`src/rtl/mac_pkg.sv`:
```
`default_nettype none
// ============================================================================
// Module : mac_pkg
// Brief  : Shared constants and sequencer state encoding for the MAC datapath.
// Rev    : 1.0  initial release
// ============================================================================
package mac_pkg;

    localparam int LANES       = 4;
    localparam int BW_DEF      = 4;
    localparam int PSUM_BW_DEF = 16;

    typedef enum logic [1:0] {
        ST_IDLE  = 2'd0,
        ST_FETCH = 2'd1,
        ST_WAIT  = 2'd2,
        ST_DONE  = 2'd3
    } mac_state_t;

endpackage : mac_pkg
`default_nettype wire

```
`src/rtl/mac_opnd_reg.sv`:
```
`default_nettype none
// ============================================================================
// Module : mac_opnd_reg
// Brief  : Load-enabled register pair holding one packed x/w operand group.
// Rev    : 1.0  initial release
// ============================================================================
module mac_opnd_reg #(
    parameter int W = 16
) (
    input  logic         clk,
    input  logic         rst,
    input  logic         i_load,
    input  logic [W-1:0] i_x,
    input  logic [W-1:0] i_w,
    output logic [W-1:0] o_x,
    output logic [W-1:0] o_w
);

    logic [W-1:0] r_x;
    logic [W-1:0] r_w;

    always_ff @(posedge clk) begin
        if (rst) begin
            r_x <= '0;
            r_w <= '0;
        end else if (i_load) begin
            r_x <= i_x;
            r_w <= i_w;
        end
    end

    assign o_x = r_x;
    assign o_w = r_w;

endmodule : mac_opnd_reg
`default_nettype wire

```
`src/rtl/mac_seq_ctrl.sv`:
```
`default_nettype none
// ============================================================================
// Module : mac_seq_ctrl
// Brief  : Job sequencer feeding operand groups to mac_wrapper and
//          accumulating the returned psum into a single result.
// Rev    : 1.0  initial release
// ============================================================================
module mac_seq_ctrl
    import mac_pkg::*;
#(
    parameter int BW      = BW_DEF,
    parameter int PSUM_BW = PSUM_BW_DEF,
    parameter int LEN_BW  = 8,
    parameter int MAC_LAT = 1
) (
    input  logic                  clk,
    input  logic                  reset,
    input  logic                  start,
    input  logic [LEN_BW-1:0]     len,
    output logic                  busy,
    input  logic                  in_valid,
    output logic                  in_ready,
    input  logic [LANES*BW-1:0]   in_x,
    input  logic [LANES*BW-1:0]   in_w,
    output logic [LANES*BW-1:0]   mac_x,
    output logic [LANES*BW-1:0]   mac_w,
    output logic [PSUM_BW-1:0]    mac_c,
    input  logic [PSUM_BW-1:0]    mac_out,
    output logic                  res_valid,
    input  logic                  res_ready,
    output logic [PSUM_BW-1:0]    res_data
);

    localparam int c_WCNT_W = (MAC_LAT < 1) ? 1 : $clog2(MAC_LAT + 1);
    localparam logic [c_WCNT_W-1:0] c_WCNT_LAST = c_WCNT_W'(MAC_LAT);
    localparam logic [LEN_BW-1:0]   c_LEN_ONE   = LEN_BW'(1);

    mac_state_t          r_state;
    mac_state_t          w_next;
    logic [PSUM_BW-1:0]  r_acc;
    logic [LEN_BW-1:0]   r_remaining;
    logic [c_WCNT_W-1:0] r_wcnt;
    logic                w_load;
    logic                w_last_wait;

    assign w_load      = (r_state == ST_FETCH) && in_valid;
    assign w_last_wait = (r_state == ST_WAIT) && (r_wcnt == c_WCNT_LAST);

    always_comb begin
        w_next    = r_state;
        busy      = 1'b1;
        in_ready  = 1'b0;
        res_valid = 1'b0;
        case (r_state)
            ST_IDLE: begin
                busy = 1'b0;
                if (start) begin
                    w_next = (len != '0) ? ST_FETCH : ST_DONE;
                end
            end
            ST_FETCH: begin
                in_ready = 1'b1;
                if (in_valid) begin
                    w_next = ST_WAIT;
                end
            end
            ST_WAIT: begin
                if (w_last_wait) begin
                    w_next = (r_remaining > c_LEN_ONE) ? ST_FETCH : ST_DONE;
                end
            end
            ST_DONE: begin
                res_valid = 1'b1;
                if (res_ready) begin
                    w_next = ST_IDLE;
                end
            end
            default: w_next = ST_IDLE;
        endcase
    end

    // WAIT spans MAC_LAT+1 edges so mac_out reflects the held operands at the last one.
    always_ff @(posedge clk) begin
        if (reset) begin
            r_state     <= ST_IDLE;
            r_acc       <= '0;
            r_remaining <= '0;
            r_wcnt      <= '0;
        end else begin
            r_state <= w_next;
            case (r_state)
                ST_IDLE: begin
                    if (start) begin
                        r_acc       <= '0;
                        r_remaining <= len;
                    end
                end
                ST_FETCH: begin
                    if (in_valid) begin
                        r_wcnt <= '0;
                    end
                end
                ST_WAIT: begin
                    if (w_last_wait) begin
                        r_acc       <= mac_out;
                        r_remaining <= r_remaining - c_LEN_ONE;
                    end else begin
                        r_wcnt <= r_wcnt + 1'b1;
                    end
                end
                default: ;
            endcase
        end
    end

    mac_opnd_reg #(
        .W (LANES*BW)
    ) u_opnd_reg (
        .clk    (clk),
        .rst    (reset),
        .i_load (w_load),
        .i_x    (in_x),
        .i_w    (in_w),
        .o_x    (mac_x),
        .o_w    (mac_w)
    );

    assign mac_c    = r_acc;
    assign res_data = r_acc;

endmodule : mac_seq_ctrl
`default_nettype wire

```
`config.mk`:
```
export PLATFORM = sky130hd
export DESIGN_NAME = mac_seq_ctrl
export DESIGN_NICKNAME = d
export VERILOG_FILES = /design/src/rtl/mac_pkg.sv /design/src/rtl/mac_opnd_reg.sv /design/src/rtl/mac_seq_ctrl.sv
export SDC_FILE = /design/constraint.sdc
export NUM_CORES = 1
export LEC_CHECK = 0
export CAP_MARGIN = 25
export CORE_MARGIN = 3
export CORE_UTILIZATION = 41
export CTS_CLUSTER_DIAMETER = 60
export DETAILED_ROUTE_END_ITERATION = 16
export PLACE_DENSITY_LB_ADDON = 0.08
export SYNTH_ARGS = -nofsm -noshare
export SYNTH_HDL_FRONTEND = slang
export SYNTH_HIERARCHICAL = 1
export SYNTH_SLANG_ARGS = --single-unit
```
`constraint.sdc`:
```
create_clock -name clk -period 1.9 [get_ports clk]
set_input_delay 0.38 -clock clk [delete_from_list [all_inputs] [get_ports clk]]
set_output_delay 0.38 -clock clk [all_outputs]
set_load 0.02 [all_outputs]
```
==> metrics.cfg, run 1 <==
[synth]
yosys.area.top_type_share_pct = 44.1
synthTopCellsByCount = dfxtp_1, nor2_1, mux2i_1
synth-seq-cells = 59
syn_nets = 331
ys_types = 46
synth.area.top_cells = dfxtp_1, mux2i_1, nor2_1
synth_ff_type = dfxtp_1
synth_edf_count = 0
synthCells = 268
avgSynthCellArea_um2 = 9.99
yosys_warnings = 6
ys_async_sr_fraction_pct = 0
syn_area_um2 = 2680
yosysTopAreaCell = dfxtp_1
seq_area_frac_synth_pct = 44.1

[sta]
period_share_pct = 90.4
fin_crit_ns = 1.72
final.setup_skew_ns = 0.00547
setup_viol = 0
fin_setup_tns_ns = 0
finalHoldViolations = 0
max_freq_ghz = 0.582
relSlewSlack_pct = 76.6
slew_viol_final = 0
fin_ws_ns = 0.182
rsz0062_at_grt = false
worstMarginPinSlew_ns = 0.351

[worst_setup_path]
end_kind = output pin
startpoint_type = flop
crit_type = reg2out
worstSetupEndpoint = mac_c[0]
r2r_setup_slack_ns = 0.36
cp_max_fo = 3
startpoint = mac_c[0]$_SDFFE_PP0P_
critPathTopFamily = buffers and inverters
reg2reg_to = r_remaining[3]$_SDFFE_PP0P_
cp_cell_sequence = clkdlybuf4s50_1
cp_data_required_time_ns = 1.52
cp_slowest_cell = clkdlybuf4s50_1
worstReg2RegStart = r_state[1]$_SDFFE_PP0P_
cp_slowest_stage_delay_ns = 0.63
cp_num_buf_inv = 1
cp_data_arrival_time_ns = 1.34
path_depth = 1
r2r_cells = 6

[outcome]
status = finished clean

[route]
viasPerCell = 5.04
drtPass1Iterations = 4
drt_iter0_drc = 90
drt-total-wl_um = 6560
drtAntennaViolNets = 0
wire_per_inst_um = 14.2
drcViolationCount = 0
vias = 2325

[grt]
grt_pass1_vias = 2268
grt_max_degree = 34
grt_pass1_wl_um = 10600
overflow = 0
grt_antenna_before_repair = 0
grt.total_usage_pct = 17.8

[clocking]
clkSinkCount = 59
hold_buffers = 0
root_buffer = clkbuf_8
cts_buffer_depth = 2
clk_latency_ns = 0.33
cts_setup_buffers = 0
cts_buffers = 9
cts-resized-gates = 2
htreeDepth = 3
clk_pin_slew_ns = 0.07
cts_tree = yes

[floorplanning]
core-area_um2 = 6130
die_w_um = 86.8
start_util_pct = 43.7
ios = 128
num_rows = 28
fp.dieArea_um2 = 7540
fp.dieH_um = 86.8

[cells_and_area]
n_antenna_cell = 0
nets = 445
areaGrowthSynthToFinish_pct = 50.7
stdcell_count = 461
finish.utilization_pct = 65.8
drive_gt1_share_pct = 12.4

[min_path]
holdPathStages = 2
hp-class = in2reg

[power]
peakVddDrop_mv = 0.449
p_leak_nw = 1.44
power_density_nw_per_um2 = 772

[placement]
dpl_worst_slack_ns = 0.0600
hpwl_um = 4760
dp.cells = 446
port_buffers = 127
gp_congestion = 0.825

[run]
max_cap_violations = 0

cells by family after synthesis:
logic type	synth area share (%)
adders and majority gates	0.934
buffers and inverters	10.7
muxes	13.2
AOI/OAI and AO/OA	14.0
DFF	44.1
and+or+nand+nor	17.0
power by group:
group          leakage (nW)  internal, mW  switching (mW)
clock network        0.0839         0.493           0.475
registers             0.479          1.31          0.0611
logic                 0.879         0.406           0.371
total                  1.44          2.21           0.907
routing by layer:
layer | GRT usage (%) | wire (um) | vias to the layer above
met1 | 22.7 | 2950 | 1072
li1 | - | - | 1146
met5 | 0 | 0 | -
met4 | 4.67 | 52 | 0
met2 | 27.3 | 2950 | 102
met3 | 8.08 | 601 | 5
sequential cells by signal, indices dropped and copies added, names as in the netlist:
name	count
mac_c	16
u_opnd_reg/o_w	16
r_remaining	8
u_opnd_reg/o_x	16
r_wcnt	1
r_state	2
cell type report:
cell class / instances / area, um2
Fill cell: 557 / 2090
Timing Repair Buffer: 136 / 1370
Multi-Input combinational cell: 173 / 1210
Sequential cell: 59 / 1180
Clock buffer: 10 / 138
Tap cell: 75 / 93.8
Clock inverter: 5 / 30.0
Inverter: 3 / 11.3
worst min path at each step:
stage                                startpoint                               to  slack, ns
global route                              reset   u_opnd_reg/o_w[9]$_SDFFE_PP0P_       0.40
global placement    r_remaining[6]$_SDFFE_PP0P_      r_remaining[6]$_SDFFE_PP0P_       0.46
detailed placement  r_remaining[6]$_SDFFE_PP0P_      r_remaining[6]$_SDFFE_PP0P_       0.47
CTS                                       reset  u_opnd_reg/o_w[14]$_SDFFE_PP0P_       0.40
floorplan           r_remaining[6]$_SDFFE_PP0P_      r_remaining[6]$_SDFFE_PP0P_       0.44
finish                                    reset   u_opnd_reg/o_x[1]$_SDFFE_PP0P_       0.42
cell usage in the layout, fill, tap and decap left out, types with 2 or more instances in the layout:
cell type,instances
a2bb2oi_1,2
inv_1,3
ha_1,2
clkbuf_8,10
clkdlybuf4s50_1,123
dlygate4sd2_1,2
a21oi_1,9
buf_12,3
clkinvlp_4,2
clkinv_2,3
nor3_1,3
a22oi_1,6
a22oi_2,10
nand3b_1,2
nor2_1,59
nor4b_1,2
a211oi_1,3
buf_4,6
nand2b_1,6
a31oi_1,4
mux2i_1,32
o21ai_0,2
nand2_1,4
or2_2,2
nand3_1,3
dfxtp_1,59
stage by stage:
stage | area, um2 | hold slack (ns) | power [mW]
floorplan | 2680 | 0.438 | 1.87
global placement | 3870 | 0.456 | 2.18
detailed placement | 3870 | 0.465 | 2.19
CTS | 4030 | 0.404 | 3.16
global route | 4040 | 0.399 | 3.29
finish | 4040 | 0.420 | 3.12
Note: power is estimated with default switching activity, not from simulation.
==> inputs of run 2 (changes only) <==
- CORE_UTILIZATION: 41 -> 40
- CTS_CLUSTER_SIZE: unset -> 30
- GPL_TIMING_DRIVEN: unset -> 0
==> metrics.cfg, run 2 (same netlist as run 1, synthesis figures left out) <==
[cells_and_area]
layout_commonest_cell = clkdlybuf4s50_1
nets = 469  ; +5.4%
design_area_um2 = 4230  ; +4.8%
drive_gt1_share_pct = 15.6  ; +3.1 points
n_antenna_cell = 0  ; unchanged
final_cell_mix = clkdlybuf4s50_1, nor2_1, dfxtp_1
areaGrowthSynthToFinish_pct = 58.0
finish.utilization_pct = 65.9  ; about the same

[clocking]
cts_tree = yes
cts_buffer_depth = 2  ; unchanged
hold_buffers = 0  ; unchanged
clk_pin_slew_ns = 0.06  ; about the same
htreeDepth = 3  ; unchanged
clkSinkCount = 59  ; unchanged
cts_buffers = 9  ; unchanged
clk_latency_ns = 0.32  ; about the same
root_buffer = clkbuf_8

[grt]
grt.total_usage_pct = 17.8  ; about the same
grt_pass1_vias = 2330  ; +2.7%
overflow = 0  ; unchanged
grt_pass1_wl_um = 10800  ; +1.8%
grt_antenna_before_repair = 0  ; unchanged
grt_max_degree = 11  ; -68%

[sta]
final.setup_skew_ns = 0.00600  ; +0.000532 ns
max_freq_ghz = 0.548  ; -5.8%
rsz0062_at_grt = false
fin_crit_ns = 1.82  ; +0.106 ns
fin_ws_ns = 0.0755  ; -0.106 ns
worstMarginPinSlew_ns = 0.507  ; +0.156 ns
slew_viol_final = 0  ; unchanged
relSlewSlack_pct = 66.2  ; -10 points
setup_viol = 0  ; unchanged
finalHoldViolations = 0  ; unchanged
period_share_pct = 96.0  ; +5.6 points

[power]
sw_frac_of_total_pct = 27.6  ; -1.5 points
internal_power_mw = 2.37  ; +7.3%
p_leak_nw = 1.54  ; +6.8%
peakVddDrop_mv = 0.395  ; -12%
sequentialPowerShare_pct = 42.0  ; -2.0 points
power_density_nw_per_um2 = 774  ; +0.21%
p_comb_share_pct = 24.2  ; -0.7 points
power_mw = 3.27  ; +5.1%
p_sw_mw = 0.903  ; -0.45%
clockPowerShare_pct = 33.8  ; +2.7 points

[placement]
dpl_worst_slack_ns = -0.152  ; -0.212 ns
hpwl_um = 5210  ; +9.5%
postPlaceCellArea_um2 = 4050  ; +4.6%
gp_congestion = 0.846  ; +2.5%
port_buffers = 127  ; unchanged

[worst_setup_path]
cp_cell_sequence = buf_4 -> buf_4 -> or2_2 -> buf_2
startpoint_type = flop
end_kind = output pin
cp_num_buf_inv = 3  ; +2
cp_slowest_cell = dfxtp_1
cp_max_fo = 10  ; +7
worstReg2RegStart = r_state[1]$_SDFFE_PP0P_
crit_top_cell = buf_4
cp_slowest_stage_delay_ns = 0.32  ; -0.31 ns
crit_type = reg2out
cp_data_required_time_ns = 1.52  ; about the same
r2r_setup_slack_ns = 0.29  ; -0.07 ns
reg2reg_to = u_opnd_reg/o_w[12]$_SDFFE_PP0P_
r2r_cells = 7  ; +1
cp_data_arrival_time_ns = 1.44  ; +0.10 ns
critPathTopFamily = buffers and inverters

[min_path]
hp-class = reg2reg
min_to = r_remaining[6]$_SDFFE_PP0P_
holdPathStages = 2  ; unchanged
worstHoldStart = r_remaining[6]$_SDFFE_PP0P_

[floorplanning]
start_util_pct = 41.7  ; -2.0 points
num_rows = 29  ; +3.6%
die_w_um = 87.8  ; +1.2%
core-area_um2 = 6420  ; +4.8%
fp.dieArea_um2 = 7710  ; +2.3%
fp.dieH_um = 87.8  ; +1.2%
ios = 128  ; unchanged

[route]
wire_per_inst_um = 14.1  ; -0.84%
drt-total-wl_um = 6880  ; +5.0%
viasPerCell = 4.88  ; -3.2%
drtPass1Iterations = 4  ; unchanged
vias = 2382  ; +2.5%
drcViolationCount = 0  ; unchanged
drt_iter0_drc = 105  ; +17%
drtAntennaViolNets = 0  ; unchanged

[run]
max_cap_violations = 0  ; unchanged

[outcome]
status = finished clean

run 2: cell count changes in the layout (fill, tap and decap cells not counted), sizes merged, moves of 2 or more:
cell and delta:
clkbuf +9, clkinvlp -2, buf +19, clkinv -2
run 2: cell type report:
class                      instances  area [um2]
inverter                           3        11.3
buffer                            33         278
sequential                        59        1180
timing repair buffer             127        1270
fill                             553        2190
multi-input combinational        173        1210
tap                               77        96.3
clock buffer                      14         153
clock inverter                     2        35.0
run 2: worst max-delay path by stage:
stage / startpoint / to / slack (ns) / cells after the start
after floorplan: r_state[0]$_SDFFE_PP0P_ / u_opnd_reg/o_w[0]$_SDFFE_PP0P_ / 0.18 / 6
after global placement: reset / mac_c[13]$_SDFFE_PP0P_ / -0.14 / 4
after detailed placement: reset / mac_c[12]$_SDFFE_PP0P_ / -0.15 / 4
after CTS: r_state[1]$_SDFFE_PP0P_ / busy / 0.05 / 4
after global routing: r_state[1]$_SDFFE_PP0P_ / res_valid / 0.004 / 4
final: r_state[1]$_SDFFE_PP0P_ / busy / 0.08 / 4
run 2: per-layer routing:
| layer | vias to the layer above | share of wire, % | track usage [%] |
|---|---|---|---|
| li1 | 1188 | - | - |
| met4 | 0 | 1.6 | 7.67 |
| met1 | 1092 | 44 | 23.1 |
| met3 | 8 | 7.1 | 4.33 |
| met2 | 94 | 47 | 28.2 |
| met5 | - | 0 | 0 |
run 2: repair_timing:
action,4_1_cts,5_1_grt
buffers inserted,0,0
setup endpoints to repair,3,0
resized for setup,10,0
run 2: through the flow:
step,setup TNS [ns],std cells,hold WS (ns)
3_5_place_dp,-2.79,472,0.469
2_1_floorplan,0,268,0.438
5_1_grt,0,488,0.508
3_3_place_gp,-2.66,472,0.457
6_report,0,488,0.473
4_1_cts,0,488,0.480
run 2: power by group through the flow:
stage               Combinational [mW]  Sequential (mW)  Clock (mW)
finish                           0.793             1.37        1.11
global placement                 0.793             1.40           0
floorplan                        0.434             1.44           0
global route                     0.859             1.38        1.20
CTS                              0.797             1.37        1.14
detailed placement               0.800             1.40           0
run 2: tightest hold or removal path, delay by kind of cell, from the launching register on:
family	cells	cell delay (ns)
buffers and inverters	1	0.05
AOI/OAI and AO/OA	1	0.06
DFF	1	0.32
